**src/rtl/pep_ks_boram_wr_ctrl.sv**
```systemverilog
// rtl/pep_ks_boram_wr_ctrl.sv - KS-side writer for the mmacc body RAM, corrections ordered before body
module pep_ks_boram_wr_ctrl #(
    parameter int TOTAL_PBS_NB    = 16,
    parameter int PID_W           = 4,
    parameter int MOD_KSK_W       = 21,
    parameter int KS_MAX_ERROR_W  = 8,
    parameter int KS_BLOCK_COL_NB = 4
) (
    input  logic                      clk,
    input  logic                      s_rst_n,
    input  logic                      reset_cache,

    input  logic [MOD_KSK_W-1:0]      body_data,
    input  logic [PID_W-1:0]          body_pid,
    input  logic                      body_vld,
    output logic                      body_rdy,

    input  logic [KS_MAX_ERROR_W-1:0] corr_data,
    input  logic [PID_W-1:0]          corr_pid,
    input  logic                      corr_vld,
    output logic                      corr_rdy,

    output logic                      ks_boram_wr_en,
    output logic [MOD_KSK_W-1:0]      ks_boram_wr_data,
    output logic [PID_W-1:0]          ks_boram_wr_pid,
    output logic                      ks_boram_wr_parity,

    output logic                      ks_boram_corr_wr_en,
    output logic [KS_MAX_ERROR_W-1:0] ks_boram_corr_wr_data,
    output logic [PID_W-1:0]          ks_boram_corr_wr_pid,

    output logic [TOTAL_PBS_NB-1:0]   pid_busy
);

    localparam int                CNT_W    = $clog2(KS_BLOCK_COL_NB + 1);
    localparam logic [CNT_W-1:0]  CNT_FULL = CNT_W'(KS_BLOCK_COL_NB);
    localparam logic [CNT_W-1:0]  CNT_ONE  = CNT_W'(1);
    localparam logic [PID_W:0]    PID_LIM  = (PID_W + 1)'(TOTAL_PBS_NB);

    // Per-pid state: corrections received since the last body write, and body parity.
    logic [CNT_W-1:0]        corr_cnt_q [TOTAL_PBS_NB];
    logic [CNT_W-1:0]        corr_cnt_d [TOTAL_PBS_NB];
    logic [TOTAL_PBS_NB-1:0] parity_q;
    logic [TOTAL_PBS_NB-1:0] parity_d;

    // Registered write ports.
    logic                      wr_en_q;
    logic [MOD_KSK_W-1:0]      wr_data_q;
    logic [PID_W-1:0]          wr_pid_q;
    logic                      wr_parity_q;
    logic                      corr_wr_en_q;
    logic [KS_MAX_ERROR_W-1:0] corr_wr_data_q;
    logic [PID_W-1:0]          corr_wr_pid_q;

    logic             body_pid_ok;
    logic             corr_pid_ok;
    logic [CNT_W-1:0] body_cnt;
    logic [CNT_W-1:0] corr_cnt;
    logic             body_hs;
    logic             corr_hs;

    // Ready depends only on registered counters and the pid tags, never on vld.
    always_comb begin
        body_pid_ok = ({1'b0, body_pid} < PID_LIM);
        corr_pid_ok = ({1'b0, corr_pid} < PID_LIM);
        body_cnt    = body_pid_ok ? corr_cnt_q[body_pid] : '0;
        corr_cnt    = corr_pid_ok ? corr_cnt_q[corr_pid] : '0;
        body_rdy    = !reset_cache && body_pid_ok && (body_cnt == CNT_FULL);
        corr_rdy    = !reset_cache && corr_pid_ok && (corr_cnt < CNT_FULL);
        body_hs     = body_vld && body_rdy;
        corr_hs     = corr_vld && corr_rdy;
    end

    // Next-state of per-pid counters/parity; a body and a corr never hit the same pid in one cycle.
    always_comb begin
        corr_cnt_d = corr_cnt_q;
        parity_d   = parity_q;
        if (reset_cache) begin
            for (int i = 0; i < TOTAL_PBS_NB; i++) begin
                corr_cnt_d[i] = '0;
            end
            parity_d = '0;
        end else begin
            if (corr_hs) begin
                corr_cnt_d[corr_pid] = corr_cnt_q[corr_pid] + CNT_ONE;
            end
            if (body_hs) begin
                corr_cnt_d[body_pid] = '0;
                parity_d[body_pid]   = ~parity_q[body_pid];
            end
        end
    end

    // Per-pid state registers.
    always_ff @(posedge clk) begin
        if (!s_rst_n) begin
            for (int i = 0; i < TOTAL_PBS_NB; i++) begin
                corr_cnt_q[i] <= '0;
            end
            parity_q <= '0;
        end else begin
            corr_cnt_q <= corr_cnt_d;
            parity_q   <= parity_d;
        end
    end

    // Write strobes one cycle after the handshake; data/pid hold between strobes.
    always_ff @(posedge clk) begin
        if (!s_rst_n) begin
            wr_en_q        <= 1'b0;
            wr_data_q      <= '0;
            wr_pid_q       <= '0;
            wr_parity_q    <= 1'b0;
            corr_wr_en_q   <= 1'b0;
            corr_wr_data_q <= '0;
            corr_wr_pid_q  <= '0;
        end else begin
            wr_en_q      <= body_hs;
            corr_wr_en_q <= corr_hs;
            if (body_hs) begin
                wr_data_q   <= body_data;
                wr_pid_q    <= body_pid;
                wr_parity_q <= ~parity_q[body_pid];
            end
            if (corr_hs) begin
                corr_wr_data_q <= corr_data;
                corr_wr_pid_q  <= corr_pid;
            end
        end
    end

    // A pid is busy while it has collected corrections that its body has not yet consumed.
    always_comb begin
        for (int i = 0; i < TOTAL_PBS_NB; i++) begin
            pid_busy[i] = (corr_cnt_q[i] != '0);
        end
    end

    assign ks_boram_wr_en        = wr_en_q;
    assign ks_boram_wr_data      = wr_data_q;
    assign ks_boram_wr_pid       = wr_pid_q;
    assign ks_boram_wr_parity    = wr_parity_q;
    assign ks_boram_corr_wr_en   = corr_wr_en_q;
    assign ks_boram_corr_wr_data = corr_wr_data_q;
    assign ks_boram_corr_wr_pid  = corr_wr_pid_q;

    a_body_pid_range : assert property (@(posedge clk) disable iff (!s_rst_n) body_vld |-> body_pid_ok);
    a_corr_pid_range : assert property (@(posedge clk) disable iff (!s_rst_n) corr_vld |-> corr_pid_ok);

endmodule

```
**config.mk**
```make
export PLATFORM = sky130hd
export DESIGN_NAME = pep_ks_boram_wr_ctrl
export DESIGN_NICKNAME = d
export VERILOG_FILES = /design/src/rtl/pep_ks_boram_wr_ctrl.sv
export SDC_FILE = /design/constraint.sdc
export NUM_CORES = 1
export LEC_CHECK = 0
export CORE_MARGIN = 5
export CORE_UTILIZATION = 50
export CTS_BUF_LIST = sky130_fd_sc_hd__clkbuf_16
export DETAILED_ROUTE_END_ITERATION = 8
export GPL_TIMING_DRIVEN = 0
export MAX_ROUTING_LAYER = met4
export PLACE_DENSITY_LB_ADDON = 0.05
export SYNTH_ARGS = -nofsm -noshare
export SYNTH_HDL_FRONTEND = slang
export SYNTH_SLANG_ARGS = --single-unit
```
**constraint.sdc**
```tcl
create_clock -name clk -period 3.9 [get_ports clk]
set_input_delay 0.78 -clock clk [delete_from_list [all_inputs] [get_ports clk]]
set_output_delay 0.78 -clock clk [all_outputs]
set_load 0.01 [all_outputs]
```
Word-level counts from Yosys, hierarchy flattened
Index checks and enable logic that the tools add are counted.
{"block": "classes", "reduce_logical": 25, "n_eq_ne": 1, "magnitude_cmp": 7, "bitwise": 6, "n_mux": 19, "addsub": 1}
{"operator": "two-way mux 48 bit", "n": 3}
{"operator": "bitwise AND 48 bit", "n": 1}
{"operator": "bitwise mux 48 bit", "n": 1}
{"operator": "inverter 48 bit", "n": 1}
{"operator": "nonzero test 3 bit", "n": 16}
{"operator": "binary-select mux 3 bit (select 4 bit)", "n": 2}
{"operator": "demux 3 bit (select 4 bit)", "n": 2}
{"operator": "two-way mux 3 bit", "n": 6}
{"operator": "bitwise mux 16 bit", "n": 1}
{"operator": "greater-or-equal comparator 5 bit, second input constant", "n": 2}
{"operator": "< comparator 5 x 1 -> 1 bit, second input constant", "n": 2}
{"operator": "inverter 4 -> 5 bit", "n": 2}
{"operator": "logical AND 1 bit", "n": 7}
{"operator": "< comparator 4 x 5 -> 1 bit, second input constant", "n": 1}
{"operator": "binary-select mux 1 bit (select 4 bit)", "n": 1}
{"operator": "demux 1 bit (select 4 bit)", "n": 1}
{"operator": "greater-or-equal comparator 4 x 1 -> 1 bit, second input constant", "n": 1}
{"operator": "adder 3 x 1 -> 3 bit, second input constant", "n": 1}
{"operator": "equality test 3 bit, second input constant", "n": 1}
{"operator": "< comparator 3 bit, second input constant", "n": 1}
{"operator": "two-way mux 1 bit", "n": 2}
{"operator": "inverter 1 bit", "n": 2}
{"operator": "OR reduction 2 bit", "n": 1}
{"operator": "zero test 1 bit", "n": 1}
{"block": "word_totals", "inputBits": 42, "output_inout_bits": 58, "register_bits": 104, "word_cells": 83}

Depth between registers and ports, before layout
Gate-level depths: netlist (run 1).
{"block": "logic_depth", "word_depth": 11, "mapped_depth": 10, "ltp_nobuf": 9}

Worst setup path after synthesis (run 1)
No wires, ideal clock.
{"block": "synth_timing", "path_type": "in2reg", "from": "in corr_pid[0]", "to": "reg corr_cnt_q[19] (netlist bit)", "n_path_buf": 3, "setup_time_ps": 65, "required_ps": 3835, "arrival_ps": 3218, "path_slack_ps": 616, "path_stages": 8, "cell_sequence": "buf_2 > buf_1 > mux4_2 > mux4_2 > ha_1 > clkbuf_1 > mux2i_1 > nor2_1"}
{"block": "synth_between", "elab_chain_len": 11, "elab_cells_between_ends": 18, "cone_classes": "1 x add/sub; 3 x order compare; 9 x mux; 2 x bitwise; 3 x reduce/logical"}
{"element": "start: declaration", "line": "19", "rtl": "input logic [PID_W-1:0] corr_pid,"}
{"element": "inverter 4 -> 5 bit (not written as such) *", "line": "67, 85"}
{"element": "binary-select mux 3 bit (select 4 bit)", "line": "67, 85"}
{"element": "two-way mux 3 bit (not written as such) (2 in series)", "line": "67, 85"}
{"element": "< comparator 3 bit", "line": "69", "rtl": "corr_rdy = !reset_cache && corr_pid_ok && (corr_cnt < CNT_FULL);"}
{"element": "logical AND 1 bit", "line": "69"}
{"element": "logical AND 1 bit", "line": "71", "rtl": "corr_hs = corr_vld && corr_rdy;"}
{"element": "two-way mux 48 bit *", "line": "84", "rtl": "if (corr_hs) begin"}
{"element": "two-way mux 48 bit *", "line": "78", "rtl": "if (reset_cache) begin"}
{"element": "bitwise AND 48 bit (no source line)"}
{"element": "two-way mux 48 bit *", "line": "87", "rtl": "if (body_hs) begin"}
{"element": "end signal: assignment", "line": "102", "rtl": "corr_cnt_q <= corr_cnt_d;"}
{"element": "end: declaration", "line": "41", "rtl": "logic [CNT_W-1:0] corr_cnt_q [TOTAL_PBS_NB];"}
Mark *: on every way between the ends. The rest lies on a longest branch, timed or not. The select of a mux whose other input is x is not followed.
A chain may end at the register's enable or synchronous reset.

Worst setup path in the final report (run 1)
{"block": "layout_timing", "from": "in corr_pid[1]", "to": "out corr_rdy"}
{"block": "layout_between", "elab_chain_len": 6}
{"element": "inverter 4 -> 5 bit (not written as such)", "line": "67", "rtl": "corr_cnt = corr_pid_ok ? corr_cnt_q[corr_pid] : '0;"}
{"element": "binary-select mux 3 bit (select 4 bit)", "line": "67"}
{"element": "two-way mux 3 bit (not written as such) (2 in series)", "line": "67"}
{"element": "< comparator 3 bit", "line": "69"}
{"element": "logical AND 1 bit", "line": "69"}
{"element": "end: declaration", "line": "21", "rtl": "output logic corr_rdy,"}
Every way passes these cells. The select of a mux whose other input is x is not followed.

==> flow_metrics.env, run 1 <==
export IMPL_finalWirelength_mm=14.6
export IMPL_clockBufferDepth=2
export IMPL_crit_required_ns=3.12
export IMPL_hold_violations=0
export IMPL_die_h_um=111
export IMPL_vias=4549
export IMPL_slew_headroom_pct=50.9
export IMPL_final_max_slew_viol_count=0
export IMPL_hold_path_class="reg2reg"
export IMPL_nNetsFinal=700
export IMPL_end_kind="output pin"
export IMPL_synth_edf_count=0
export IMPL_postRouteAntennaNets=0
export IMPL_cts_buffers=9
export IMPL_finalSetupViolCount=0
export IMPL_p_switching_mw=0.550
export IMPL_grt_pass1_wl_mm=23.7
export IMPL_combPwrFrac_pct=11.3
export IMPL_path_cells="clkdlybuf4s50_1, mux4_2, mux4_2, nor2_1, clkdlybuf4s50_1"
export IMPL_dr_pass1_iters=5
export IMPL_drv_cap=0
export IMPL_syn_to_final_growth_pct=29.1
export IMPL_worst_slew_pin_slew_ns=0.726
export IMPL_diodes=0
export IMPL_ir_drop_mv=0.193
export IMPL_p_seq_share_pct=48.5
export IMPL_yosysWarnings=0
export IMPL_clkSlewWorstSetupHoldPaths_ns=0.07
export IMPL_grt_util_all_layers_pct=24.4
export IMPL_root_buffer="clkbuf_16"
export IMPL_synth_cell_types=48
export IMPL_ys_ff_latch=104
export IMPL_fin_total_pwr_mw=2.23
export IMPL_cts_tree="built"
export IMPL_num_io_pins=100
export IMPL_drc=0
export IMPL_arrival_ns=3.07
export IMPL_dp_cells=778
export IMPL_port_buffers=96
export IMPL_coreArea_um2=9820
export IMPL_drt_initial_drc_count=220
export IMPL_power_leakage_nw=2.43
export IMPL_initial_core_util_pct=51.5
export IMPL_power_density_nw_per_um2=342
export IMPL_min_period_ns=3.85
export IMPL_slowest_delay_ns=0.56
export IMPL_synth_mux_area_share_pct=22.4
export IMPL_die_x_um=111
export IMPL_post_dp_hpwl_mm=11.1
export IMPL_finClkSkew_ns=0.00733
export IMPL_synth_simple_area_share_pct=24.4
export IMPL_cts_max_level=3
export IMPL_crit_slowest_cell="mux4_2"
export IMPL_crit_fanout=3
export IMPL_wire_per_inst_um=18.4
export IMPL_ff2ff_path_depth=8
export IMPL_cts_hold_buf=0
export IMPL_fin_cells=795
export IMPL_grt_overflow_total=0
export IMPL_status="finished clean"
export IMPL_synth_nets=592
export IMPL_hold_path_cell_count=2
export IMPL_dieArea_um2=12200
export IMPL_clockPowerShare_pct=40.2
export IMPL_grt_pass1_vias=4529
export IMPL_grt_max_degree=17
export IMPL_fmax_mhz=260
export IMPL_swShare_pct=24.6
export IMPL_yosysSeqAreaShare_pct=41.2
export IMPL_p_int_mw=1.68
export IMPL_cts_sinks=104
export IMPL_fin_crit_sh_pct=98.7
export IMPL_synthArstFlopShare_pct=0
export IMPL_drive_gt1_share_pct=9.06
export IMPL_rows=36
export IMPL_postSynthAreaPerCell_um2=9.21
export IMPL_antenna_found_initial=0
export IMPL_synthAdderAreaFrac_pct=0.248
export IMPL_synth_top_family_by_area="simple AND/OR/NAND/NOR gates"
export IMPL_synthFlopType="dfxtp_1"
export IMPL_synth_compound_area_share_pct=7.67
export IMPL_place_gp_congestion=0.963
export IMPL_critPathLaunchType="input pin"
export IMPL_postSynthCellCount=549
export IMPL_vias_per_cell=5.72
export IMPL_clock_latency_ns=0.35
export IMPL_syn_cell_area_um2=5050
export IMPL_path_class="in2out"
export IMPL_synth_xor_area_share_pct=0
[per-stage QoR]
step	cell area [um2]	util, %	hold WS, ns	setup slack [ns]	setup TNS (ns)
finish	6530	66.5	0.455	0.0507	0
floorplan	5050	-	0.435	0.616	0
detailed placement	6180	63.0	0.448	-0.763	-15.25
global route	6530	66.5	0.468	-0.00812	-0.00812
global placement	6180	63.0	0.442	-0.785	-14.82
CTS	6510	66.3	0.457	0.0443	0
[routing by layer]
metal,global-route usage (%),part of all wire [%],vias up
met4,9.44,3.1,0
met5,-,0,-
met3,6.56,6.8,38
met1,29.4,43,2167
li1,-,-,2165
met2,39.0,47,179
[registers in the layout (all words and copies together) (netlist names)]
register and count:
corr_cnt_q 48, parity_q 16, ks_boram_corr_wr_pid 4, ks_boram_corr_wr_data 8
ks_boram_wr_parity 1, ks_boram_corr_wr_en 1, ks_boram_wr_data 21, ks_boram_wr_pid 4
ks_boram_wr_en 1
[power by group through the flow]
stage	clock network [mW]	logic [mW]	registers, mW
after CTS	0.899	0.249	1.08
after global placement	0	0.242	1.11
after floorplan	0	0.124	1.11
after global routing	0.958	0.271	1.09
after detailed placement	0	0.245	1.11
final	0.897	0.252	1.08
[path summary, 6_finish.rpt]
| kind | from | end | slack (ns) |
|---|---|---|---|
| hold reg to reg | ks_boram_wr_data[17] | ks_boram_wr_data[17] | 0.46 |
| setup / recovery | corr_pid[1] | corr_rdy | 0.05 |
| hold / removal | ks_boram_wr_data[17] | ks_boram_wr_data[17] | 0.46 |
| setup reg to reg | corr_cnt_q[45] | corr_cnt_q[4] | 1.06 |
[critical path, delay by kind of cell]
kind | cells | cell delay, ns
muxes | 2 | 1.07
and+or+nand+nor | 1 | 0.12
buffers and inverters | 2 | 1.10
[synthesized netlist by cell type, drive strengths merged, types with 4 or more instances]
master  instances  area (um2)
nand4           5        31.3
mux4           19         428
dfxtp         104        2080
a211oi          4        35.0
clkbuf         26        97.6
mux2i          69         691
nor3           14        70.1
nor3b          12        90.1
nand2          89         334
and2            4        25.0
nor2           53         218
inv             4        15.0
nand3          23         115
o211a           5        50.1
o21ai          18        90.1
or4b            4        40.0
nand2b          7        43.8
or3            19         119
a21oi          21         105
nor2b           9        56.3
buf            14        96.3
[cells in the final DEF, fill, tap and decap left out, drive strengths merged, types with 12 or more instances in the layout]
cell type,count
a21oi,21
buf,16
clkbuf,34
clkdlybuf4s50,93
dfxtp,104
mux2i,69
mux4,19
nand2,89
nand3,23
nor2,53
nor3,14
nor3b,12
o21ai,18
or3,19
[kinds of logic after synthesis]
family,count (synthesis)
simple gates,251
flops,104
mux,89
compound gates,60
buf+inv,44
fa+ha+maj,1
[area by class of cell]
type | instances | area (um2)
Tap cell | 133 | 166
Inverter | 4 | 15.0
Clock buffer | 9 | 225
Multi-Input combinational cell | 401 | 2790
Timing Repair Buffer | 98 | 973
Sequential cell | 104 | 2080
Clock inverter | 7 | 62.6
Fill cell | 862 | 3290
Buffer | 39 | 216
[repair_timing]
| item | in CTS | in global routing |
|---|---|---|
| buffers inserted | 1 | 1 |
| pin swaps | 1 | 1 |
| endpoints found under the setup margin | 22 | 2 |
| resized for setup | 14 | 5 |
No activity file was read; power rests on OpenSTA's default activity.
==> run 2, diff against run 1 <==
--- a/config.mk
+++ b/config.mk
@@ -5,7 +5,7 @@
 export SDC_FILE = /design/constraint.sdc
 export NUM_CORES = 1
 export LEC_CHECK = 0
-export CORE_MARGIN = 5
+export CORE_MARGIN = 2
 export CORE_UTILIZATION = 50
 export CTS_BUF_LIST = sky130_fd_sc_hd__clkbuf_16
 export DETAILED_ROUTE_END_ITERATION = 8
==> constraint.sdc (replaced) <==
create_clock -name clk -period 4.17 [get_ports clk]
set_input_delay 0.834 -clock clk [delete_from_list [all_inputs] [get_ports clk]]
set_output_delay 0.834 -clock clk [all_outputs]
set_load 0.01 [all_outputs]
==> run 2 against run 1 <==
Compared with the run above:
- first-iteration DRC count rose by 15%
- non-clock buffer count decreased by 1
- flip-flop and latch count is the same
- largest cell class unchanged
- critical path type unchanged
- sequential power is 6% lower
==> flow_metrics.env, run 2 (synthesized netlist as in run 1, its figures left out) <==
export IMPL_clkSlewWorstSetupHoldPaths_ns=0.06
export IMPL_wire_per_inst_um=18.3
export IMPL_initial_core_util_pct=51.7
export IMPL_final_max_slew_viol_count=0
export IMPL_hold_path_class="reg2reg"
export IMPL_post_dp_hpwl_mm=11.0
export IMPL_dr_pass1_iters=5
export IMPL_grt_overflow_total=0
export IMPL_drive_gt1_share_pct=8.77
export IMPL_arrival_ns=3.26
export IMPL_path_class="in2out"
export IMPL_grt_pass1_vias=4433
export IMPL_reg2reg_slack_ns=1.30
export IMPL_grt_max_degree=17
export IMPL_crit_slowest_cell="clkdlybuf4s50_1"
export IMPL_min_to="ks_boram_wr_pid[3]"
export IMPL_fin_tns_setup_ns=0
export IMPL_num_io_pins=100
export IMPL_hold_path_cell_count=2
export IMPL_port_buffers=96
export IMPL_worst_slew_pin_slew_ns=0.796
export IMPL_finClkSkew_ns=0.00782
export IMPL_largest_reg_flops=48
export IMPL_drt_initial_drc_count=252
export IMPL_rsz0062_at_grt="no"
export IMPL_root_buffer="clkbuf_16"
export IMPL_grt_util_all_layers_pct=27.9
export IMPL_min_period_ns=4.10
export IMPL_min_from="ks_boram_wr_pid[3]"
export IMPL_cts_tree="built"
export IMPL_drv_cap=0
export IMPL_drc=0
export IMPL_syn_to_final_growth_pct=28.7
export IMPL_cts_buffers=9
export IMPL_clock_latency_ns=0.35
export IMPL_finalWirelength_mm=14.5
export IMPL_die_h_um=105
export IMPL_crit_required_ns=3.34
export IMPL_largest_register="corr_cnt_q"
export IMPL_final_cell_mix="dfxtp_1 (104), clkdlybuf4s50_1 (93), nand2_1 (89), mux2i_1 (69), nor2_1 (51)"
export IMPL_r2r_start="corr_cnt_q[39]"
export IMPL_rows=36
export IMPL_nNetsFinal=699
export IMPL_cts_hold_buf=0
export IMPL_postRouteAntennaNets=0
export IMPL_die_x_um=105
export IMPL_critPathLaunchType="input pin"
export IMPL_slew_headroom_pct=46.2
export IMPL_reg2reg_to="corr_cnt_q[10]"
export IMPL_vias=4542
export IMPL_cts_max_level=3
export IMPL_vias_per_cell=5.72
export IMPL_antenna_found_initial=0
export IMPL_fin_crit_sh_pct=98.3
export IMPL_diodes=0
export IMPL_path_cells="clkdlybuf4s50_1, buf_2, mux4_2, mux4_2, nor2_1, clkdlybuf4s50_1"
export IMPL_final_common_cell="dfxtp_1"
export IMPL_slowest_delay_ns=0.56
export IMPL_hold_violations=0
export IMPL_grt_pass1_wl_mm=23.3
export IMPL_fmax_mhz=244
export IMPL_dieArea_um2=10900
export IMPL_end_kind="output pin"
export IMPL_cts_sinks=104
export IMPL_crit_fanout=10
export IMPL_clockBufferDepth=2
export IMPL_ir_drop_mv=0.212
export IMPL_finalSetupViolCount=0
export IMPL_nFillCells=854
export IMPL_whs_ns=0.452
export IMPL_ff2ff_path_depth=8
export IMPL_coreArea_um2=9770
export IMPL_power_density_nw_per_um2=317
export IMPL_place_gp_congestion=0.999
export IMPL_status="finished clean"
export IMPL_power_leakage_nw=2.43
## run 2: cell count changes in the layout (fill, tap and decap cells not counted), sizes merged
cell and delta:
inv +1, buf -2, clkinvlp -1, dlygate4sd2 +1, clkbuf +1, clkdlybuf4s15 -1
## run 2: layout make-up
class                   count  area (um2)  area share (%)
multi-input cells         401        2780            42.7
well taps                 133         166            2.56
inverters                   4        15.0           0.231
repair buffers             97         965            14.8
plain buffers              39         211            3.25
clock inverters             7        63.8           0.981
clock buffers               9         225            3.46
flip-flops and latches    104        2080            32.0
## run 2: layer usage
metal | wire [um] | global-route usage, % | share of wire [%]
met5 | 0 | - | 0
met2 | 7100 | 46.0 | 49
met1 | 6040 | 33.8 | 42
met4 | 414 | 11.4 | 2.9
met3 | 960 | 4.93 | 6.6
## run 2: worst max-delay path by stage
stage / startpoint / cells after the start / slack (ns) / to
3_3_place_gp: body_pid[0] / 8 / -0.62 / body_rdy
4_1_cts: corr_pid[1] / 6 / 0.08 / corr_rdy
6_report: corr_pid[1] / 6 / 0.07 / corr_rdy
3_5_place_dp: corr_pid[0] / 11 / -0.58 / corr_cnt_q[34]
5_1_grt: body_pid[1] / 10 / 0.006 / body_rdy
2_1_floorplan: corr_pid[0] / 8 / 0.83 / corr_cnt_q[19]
## run 2: stage by stage
step / area [um2] / total power, mW / instances / worst slack [ns] / util (%)
floorplan: 5050 / 1.16 / 549 / 0.832 / -
global placement: 6180 / 1.26 / 778 / -0.621 / 63.2
detailed placement: 6180 / 1.27 / 778 / -0.584 / 63.2
CTS: 6510 / 2.08 / 795 / 0.0804 / 66.6
global route: 6510 / 2.15 / 794 / 0.00558 / 66.6
finish: 6510 / 2.07 / 794 / 0.0716 / 66.6
## run 2: critical path: cells and delay by family
family	cells	cell delay, ns
buffers and inverters	3	1.39
multiplexers	2	0.88
AND/OR/NAND/NOR	1	0.15
## run 2: report_power, final
part | leakage (nW) | switching, mW | internal, mW
clock network | 0.146 | 0.358 | 0.460
logic | 1.45 | 0.127 | 0.106
registers | 0.840 | 0.00735 | 1.01
total | 2.43 | 0.493 | 1.57
## run 2: timing repair
| item | CTS | global route |
|---|---|---|
| pin swaps | 1 | 0 |
| gates resized for setup | 13 | 1 |
| setup endpoints to repair | 12 | 5 |
| setup buffers | 1 | 0 |
==> run 3, diff against run 2 <==
--- a/config.mk
+++ b/config.mk
@@ -11,7 +11,7 @@
 export DETAILED_ROUTE_END_ITERATION = 8
 export GPL_TIMING_DRIVEN = 0
 export MAX_ROUTING_LAYER = met4
-export PLACE_DENSITY_LB_ADDON = 0.05
+export PLACE_DENSITY = 0.77
 export SYNTH_ARGS = -nofsm -noshare
 export SYNTH_HDL_FRONTEND = slang
 export SYNTH_SLANG_ARGS = --single-unit
==> run 3 against run 2 <==
Compared with the run above:
- critical endpoint unchanged
- utilization increased by 0.31 points
- setup slack improved by 0.022 ns
- via count increased by 2.3%
- clock power increased by 8.4%
- sequential share of layout area decreased by 0.15 points
- clock skew decreased by 0.0021 ns
- power increased by 3.4%
- die area unchanged
- critical path type unchanged
- count of clock-buffer cells in the layout unchanged
- final cell count unchanged
- non-clock buffer count increased by 1
==> flow_metrics.env, run 3 (synthesized netlist as in run 1, its figures left out) <==
export IMPL_status="finished clean"
export IMPL_dp_cells=778
export IMPL_path_cells="clkdlybuf4s50_1, buf_2, mux4_2, mux4_2, nor2_1, clkdlybuf4s50_1"
export IMPL_power_leakage_nw=2.44
export IMPL_dp_slack_ns=-0.580
export IMPL_largest_register="corr_cnt_q"
export IMPL_busiest_layer="met2"
export IMPL_regArea_um2=2080
export IMPL_hold_violations=0
export IMPL_hold_path_class="reg2reg"
export IMPL_final_max_slew_viol_count=0
export IMPL_root_buffer="clkbuf_16"
export IMPL_end_kind="output pin"
export IMPL_cts_max_level=3
export IMPL_grt_pass1_vias=4592
export IMPL_fin_crit_sh_pct=97.8
export IMPL_dr_pass1_iters=5
export IMPL_worst_slew_pin_slew_ns=0.680
export IMPL_path_class="in2out"
export IMPL_power_density_nw_per_um2=327
export IMPL_vias=4645
export IMPL_drc=0
export IMPL_use_met3_pct=4.55
export IMPL_final_common_cell="dfxtp_1"
export IMPL_clockBufferDepth=2
export IMPL_grt_pass1_wl_mm=23.7
export IMPL_final_cell_mix="dfxtp_1 (104), clkdlybuf4s50_1 (93), nand2_1 (89), mux2i_1 (69), nor2_1 (51)"
export IMPL_fin_total_pwr_mw=2.14
export IMPL_crit_fanout=10
export IMPL_place_area_um2=6180
export IMPL_finalWorstSetupSlack_ns=0.0934
export IMPL_die_x_um=105
export IMPL_grt_max_degree=17
export IMPL_finalWirelength_mm=14.7
export IMPL_fmax_mhz=245
export IMPL_diodes=0
export IMPL_vias_per_cell=5.85
export IMPL_grt_overflow_total=0
export IMPL_syn_to_final_growth_pct=29.3
export IMPL_finClkSkew_ns=0.00571
export IMPL_crit_slowest_cell="clkdlybuf4s50_1"
export IMPL_critPathLaunchType="input pin"
export IMPL_port_buffers=96
export IMPL_cts_hold_buf=0
export IMPL_place_gp_congestion=0.969
export IMPL_num_io_pins=100
export IMPL_crit_required_ns=3.34
export IMPL_clock_latency_ns=0.35
export IMPL_met1_usage_pct=34.9
export IMPL_die_h_um=105
export IMPL_initial_core_util_pct=51.7
export IMPL_cts_buffers=9
export IMPL_coreArea_um2=9770
export IMPL_drive_gt1_share_pct=9.08
export IMPL_clkSlewWorstSetupHoldPaths_ns=0.07
export IMPL_slowest_delay_ns=0.56
export IMPL_rows=36
export IMPL_arrival_ns=3.24
export IMPL_stdcell_area_um2=6540
export IMPL_antenna_found_initial=0
export IMPL_drt_initial_drc_count=387
export IMPL_cts_sinks=104
export IMPL_wire_per_inst_um=18.5
export IMPL_rsz0062_at_grt="no"
export IMPL_grt_util_all_layers_pct=27.9
export IMPL_multi_input_comb_area_um2=2790
export IMPL_nFillCells=766
export IMPL_cts_tree="built"
export IMPL_fin_cells=794
export IMPL_drv_cap=0
export IMPL_slew_headroom_pct=54.0
export IMPL_nNetsFinal=700
export IMPL_dieArea_um2=10900
export IMPL_finalSetupViolCount=0
export IMPL_postRouteAntennaNets=0
export IMPL_post_dp_hpwl_mm=11.2
export IMPL_largest_reg_flops=48
export IMPL_grtUsageMet2_pct=46.1
export IMPL_min_period_ns=4.08
export IMPL_ir_drop_mv=0.218
[run 3: cell count changes in the layout (fill, tap and decap cells not counted), sizes merged]
cell / previous run / this run
clkinv: 5 / 2
clkinvlp: 0 / 2
buf: 14 / 15
bufinv: 1 / 2
inv: 5 / 4
[run 3: worst max-delay path: cells and delay by family]
kind,cells,cell delay [ns]
buffers and inverters,3,1.36
multiplexers,2,0.88
AND/OR/NAND/NOR,1,0.16
[run 3: metrics by stage]
step                util (%)  TNS [ns]  hold WS (ns)
floorplan                  -         0         0.435
global placement        63.2     -6.51         0.442
detailed placement      63.2     -7.47         0.450
CTS                     66.7         0         0.460
global route            66.9         0         0.469
finish                  66.9         0         0.455
[run 3: cell type report]
type / instances / share of cell area, %
Tap cell: 133 / 2.55
Inverter: 4 / 0.230
Multi-Input combinational cell: 401 / 42.6
Buffer: 40 / 3.22
Clock buffer: 9 / 3.45
Sequential cell: 104 / 31.9
Timing Repair Buffer: 97 / 14.8
Clock inverter: 6 / 1.30
[run 3: metal layers]
| layer | part of all wire, % | routed length, um |
|---|---|---|
| met5 | 0 | 0 |
| met4 | 1.2 | 173 |
| met3 | 7.2 | 1060 |
| met2 | 50 | 7350 |
| met1 | 42 | 6120 |
[run 3: repair_timing]
action,4_1_cts,5_1_grt
setup endpoints to repair,12,8
resized for setup,11,2
hold endpoints to repair,0,0
pin swaps,1,1
buffers inserted,1,0
[run 3: power breakdown]
part           switching (mW)  internal [mW]
sequential            0.00701           1.01
clock                   0.366          0.520
combinational           0.130          0.106
[run 3: final timing paths]
| check | from | to | slack (ns) | depth (start not counted) |
|---|---|---|---|---|
| worst min-delay path | ks_boram_wr_data[15] | ks_boram_wr_data[15] | 0.46 | 2 |
| worst min register to register | ks_boram_wr_data[15] | ks_boram_wr_data[15] | 0.46 | 2 |
| worst max register to register | corr_cnt_q[39] | corr_cnt_q[28] | 1.09 | 9 |
| worst max-delay path | corr_pid[1] | corr_rdy | 0.09 | 6 |
